## src/rtl/vec_store_serializer_pkg.sv

```systemverilog
// vec_store_serializer_pkg: shared widths and FSM state type for the store serializer.
package vec_store_serializer_pkg;
  localparam int V = 192;
  localparam int S = 32;
  localparam int LANES = 6;
  typedef enum logic [1:0] {IDLE, WRITE, DONE} state_e;
endpackage

```

## src/rtl/vec_store_serializer.sv

```systemverilog
// vec_store_serializer: captures a lane vector and writes it to memory one word per lane.
module vec_store_serializer #(
  parameter int V = vec_store_serializer_pkg::V,
  parameter int S = vec_store_serializer_pkg::S,
  parameter int LANES = vec_store_serializer_pkg::LANES
) (
  input  logic          clk,
  input  logic          rst_n,
  input  logic          in_valid,
  output logic          in_ready,
  input  logic          in_op,
  input  logic [V-1:0]  in_data,
  input  logic          in_flagZ,
  input  logic [31:0]   in_addr,
  output logic          mem_we,
  output logic [31:0]   mem_addr,
  output logic [S-1:0]  mem_wdata,
  input  logic          mem_ready,
  output logic          busy,
  output logic          done,
  output logic          flagZ_q
);
  import vec_store_serializer_pkg::*;
  localparam int CW = LANES > 1 ? $clog2(LANES) : 1;
  state_e state_q, state_d;
  logic [CW-1:0] cnt_q, cnt_d;
  logic [V-1:0] data_q, data_d;
  logic [31:0] base_q, base_d;
  logic op_q, op_d, flagz_d, fire, last;
  assign in_ready  = state_q == IDLE;
  assign busy      = state_q != IDLE;
  assign mem_we    = state_q == WRITE;
  assign done      = state_q == DONE;
  assign mem_addr  = base_q + (32'(cnt_q) << 2);
  assign mem_wdata = data_q[S*cnt_q +: S];
  assign fire      = mem_we && mem_ready;
  // scalar stores finish on lane 0; the counter never steps past the last lane
  assign last      = op_q ? cnt_q == CW'(LANES-1) : 1'b1;
  always_comb begin
    state_d = state_q;
    cnt_d   = cnt_q;
    data_d  = data_q;
    base_d  = base_q;
    op_d    = op_q;
    flagz_d = flagZ_q;
    if (state_q == IDLE && in_valid) begin
      state_d = WRITE;
      cnt_d   = '0;
      data_d  = in_data;
      base_d  = in_addr;
      op_d    = in_op;
      flagz_d = in_flagZ;
    end
    if (fire) begin
      cnt_d   = last ? cnt_q : cnt_q + CW'(1);
      state_d = last ? DONE : WRITE;
    end
    if (state_q == DONE) state_d = IDLE;
  end
  always_ff @(posedge clk or negedge rst_n) begin
    if (!rst_n) begin
      state_q <= IDLE;
      cnt_q   <= '0;
      data_q  <= '0;
      base_q  <= '0;
      op_q    <= 1'b0;
      flagZ_q <= 1'b0;
    end else begin
      state_q <= state_d;
      cnt_q   <= cnt_d;
      data_q  <= data_d;
      base_q  <= base_d;
      op_q    <= op_d;
      flagZ_q <= flagz_d;
    end
  end
endmodule
```

## config.mk

```make
export PLATFORM = sky130hd
export DESIGN_NAME = vec_store_serializer
export DESIGN_NICKNAME = d
export VERILOG_FILES = /design/src/rtl/vec_store_serializer_pkg.sv /design/src/rtl/vec_store_serializer.sv
export SDC_FILE = /design/constraint.sdc
export NUM_CORES = 1
export LEC_CHECK = 0
export ABC_CLOCK_PERIOD_IN_PS = 4900
export BUFFER_PORTS_ARGS = -buffer_cell sky130_fd_sc_hd__buf_4
export CAP_MARGIN = 20
export CELL_PAD_IN_SITES_DETAIL_PLACEMENT = 0
export CELL_PAD_IN_SITES_GLOBAL_PLACEMENT = 1
export CORE_ASPECT_RATIO = 0.7
export CORE_MARGIN = 2
export CORE_UTILIZATION = 42
export DETAILED_ROUTE_END_ITERATION = 6
export PLACE_DENSITY = 0.9
export SYNTH_ARGS = -nofsm -noshare
export SYNTH_HDL_FRONTEND = slang
export SYNTH_SLANG_ARGS = --single-unit
export TNS_END_PERCENT = 50
```

## constraint.sdc

```tcl
create_clock -name clk -period 4.9 [get_ports clk]
set_clock_uncertainty 0.2 [all_clocks]
set_input_delay 1.47 -clock clk [delete_from_list [all_inputs] [get_ports clk]]
set_output_delay 1.47 -clock clk [all_outputs]
set_load 0.01 [all_outputs]
```

==> flow_summary.yaml <==
outcome:
  status: "complete, no violations"
logic_synthesis:
  synthArstFlopShare_pct: 100
  syn_inst: 1220
  synth_cell_types: 32
  synth_nets: 1456
  synth_area_sq_mm: 0.0108
  yosysWarnings: 0
  ys_ff_latch: 231
  syn_avg_cell_area_sq_um: 8.84
  synth_edf_count: 0
  netlist.area_leader.share_pct: 53.6
  ys_seq_area_share_pct: 53.6
  yosysTopAreaCell: "dfrtp_1"
  ys.flop_type: "dfrtp_1"
  synth.area.top_cells: "dfrtp_1 54%, nand2_1 24%, mux4_2 6.7%"
sta:
  tns_ns: 0
  hold_violations: 0
  finalSetupViolCount: 0
  fin_crit_ns: 4.29
  slew-limit-headroom_pct: 40.9
  fmax_mhz: 233
  worst_pin_slew_ns: 0.887
  timing.hold.ws_ns: 0.267
  rsz0062_at_grt: "no"
  slew_violations: 0
  fin_crit_sh_pct: 87.6
cts:
  cts_resized: 0
  cts.reportedPaths.clkPinSlew_ns: 0.06
  cts.sinks: 231
  numCtsBuffers: 24
  cts_tree: "built"
  hold_buffers: 0
  clockBufferDepth: 3
  post_cts_buffers: 0
  clkLatencyLatePin_ns: 0.51
  cts.htree.levels: 1
  root_buffer: "clkbuf_16"
floorplan:
  die_h_microns: 138
  initial_core_util_pct: 42.4
  pin_count: 299
  dieWidth_microns: 195
  die_area_sq_mm: 0.0270
  core-area_sq_mm: 0.0254
  num_rows: 49
critical_path:
  crit_path_end_kind: "output port"
  crit_required_ns: 3.23
  critPathMaxFanout: 12
  crit_arrival_ns: 2.62
  crit_type: "flip-flop to output port"
  setup.worst_path.start_class: "flip-flop"
finish:
  instances_no_fill: 1834
  num-fill-cells: 2337
  finalNetCount: 1721
  register_area_sq_mm: 0.00579
  multi_input_area_sq_mm: 0.00453
  drive_gt1_share_pct: 26.1
  area_delta_synth_final_pct: 31.2
placed_design:
  hpwl_mm: 20.5
  gp_congestion: 0.897
  portBuffers: 298
  dp.cells: 1790
min_path:
  worst_hold_path_type: "flip-flop to flip-flop"
route:
  drt_iter0_drc: 460
  wl_per_cell_microns: 16.4
  drtPass1Iterations: 4
  vias_per_cell: 4.93
  totalWireLength_mm: 30.0
  drcViolationCount: 0
  route.vias.total: 9037
  ant_nets: 0
global_routing:
  grt_pass1_vias: 9186
  grt_max_degree: 113
  antenna_found_initial: 1
  overflow: 0
  grt_usage_pct: 22.3
  grt_pass1_wl_mm: 48.4
run:
  maxCapViolCount: 0
power:
  total_power_mw: 9.24
  ir_worst_vdd_v: 0.000292
  powerDensity_mw_per_mm2: 653
  power_leakage_nw: 7.47
critical path, cell delays in order (launching register included):
cell      delay (ns)
dfrtp_4         0.43
ha_1            0.17
inv_1           0.05
fa_1            0.40
nand2b_1        0.18
a21oi_1         0.15
buf_4           0.21
and4b_2         0.25
xor2_1          0.14
buf_4           0.13
metal layers:
metal  up-vias  track usage (%)  routed length, microns
li1       4385                -                       -
met1      4302             32.8                   14100
met2       289             34.3                   13200
met3        61             3.95                    1830
met4         0             6.11                     899
met5         -                0                       0
logic make-up (layout without fill, tap and decap cells):
family | Yosys count | in the layout | synth area share [%]
AND/OR/NAND/NOR | 733 | 733 | 26.7
flip-flops | 231 | 231 | 53.6
buffers and inverters | 114 | 396 | 4.49
multiplexers | 64 | 64 | 9.66
AO/OA/AOI/OAI | 43 | 43 | 2.44
XOR/XNOR | 29 | 29 | 2.36
adder cells (fa/ha/maj) | 6 | 6 | 0.766
other | 0 | 1 | 0
layout by cell type, fill, tap and decap left out, types with 4 or more instances in the layout:
cell type  count
nand2_1      681
buf_4        305
dfrtp_1      228
inv_1         41
mux4_2        32
mux2i_1       32
o22ai_1       32
clkbuf_16     25
xnor2_1       23
nand3_1       16
nand4_1       12
nor2_1         7
xor2_1         6
buf_12         6
o21ai_0        5
ha_1           5
clkbuf_1       5
clkinv_2       4
bufinv_16      4
per-stage QoR:
stage / cell area (sq um) / utilization, % / worst slack [ns]
after floorplan: 10800 / - / 1.17
after global placement: 13300 / 52.3 / 1.15
after detailed placement: 13300 / 52.3 / 1.13
after CTS: 14100 / 55.6 / 0.573
after global routing: 14100 / 55.6 / 0.467
final: 14100 / 55.6 / 0.606
cell type report:
class	count	share of cell area, %
antenna	1	0.0177
tap	331	2.93
sequential	231	40.9
inverter	41	1.09
multi-input combinational	875	32.0
timing repair buffer	312	17.1
clock buffer	32	4.75
clock inverter	11	1.16
report_power, final:
| part | total [mW] | switching (mW) | internal (mW) |
|---|---|---|---|
| Combinational | 3.91 | 2.10 | 1.81 |
| Sequential | 3.39 | 0.563 | 2.82 |
| Clock | 1.94 | 0.764 | 1.17 |
| Total | 9.24 | 3.43 | 5.81 |
path summary, 6_finish.rpt:
path / start / endpoint / slack, ns / cells after the start
max: cnt_q[0]$_DFFE_PN0P_ / mem_addr[20] / 0.61 / 9
min: data_q[109]$_DFFE_PN0P_ / data_q[109]$_DFFE_PN0P_ / 0.27 / 2
max reg2reg: state_q[1]$_DFFE_PN0P_ / data_q[73]$_DFFE_PN0P_ / 2.51 / 5
min reg2reg: data_q[109]$_DFFE_PN0P_ / data_q[109]$_DFFE_PN0P_ / 0.27 / 2
max in group asynchronous: rst_n / data_q[46]$_DFFE_PN0P_ / 2.67 / 2
min in group asynchronous: rst_n / flagZ_q$_DFFE_PN0P_ / 0.79 / 1
cell usage after synthesis, drive strengths merged, types with 2 or more instances:
cell type and number:
a21boi 2, a21oi 3, and2 3, and3 3, and4b 2, buf 41
clkbuf 32, dfrtp 231, ha 5, inv 41, mux2i 32, mux4 32
nand2 683, nand3 16, nand4 13, nor2 7, nor2b 2, o21ai 5
o22ai 32, xnor2 23, xor2 6
flip-flops by register name (all words and copies together) (netlist names):
register and flops:
data_q 192, base_q 32, cnt_q 3, state_q 2, flagZ_q 1, op_q 1
No activity file was read; power rests on OpenSTA's default activity.
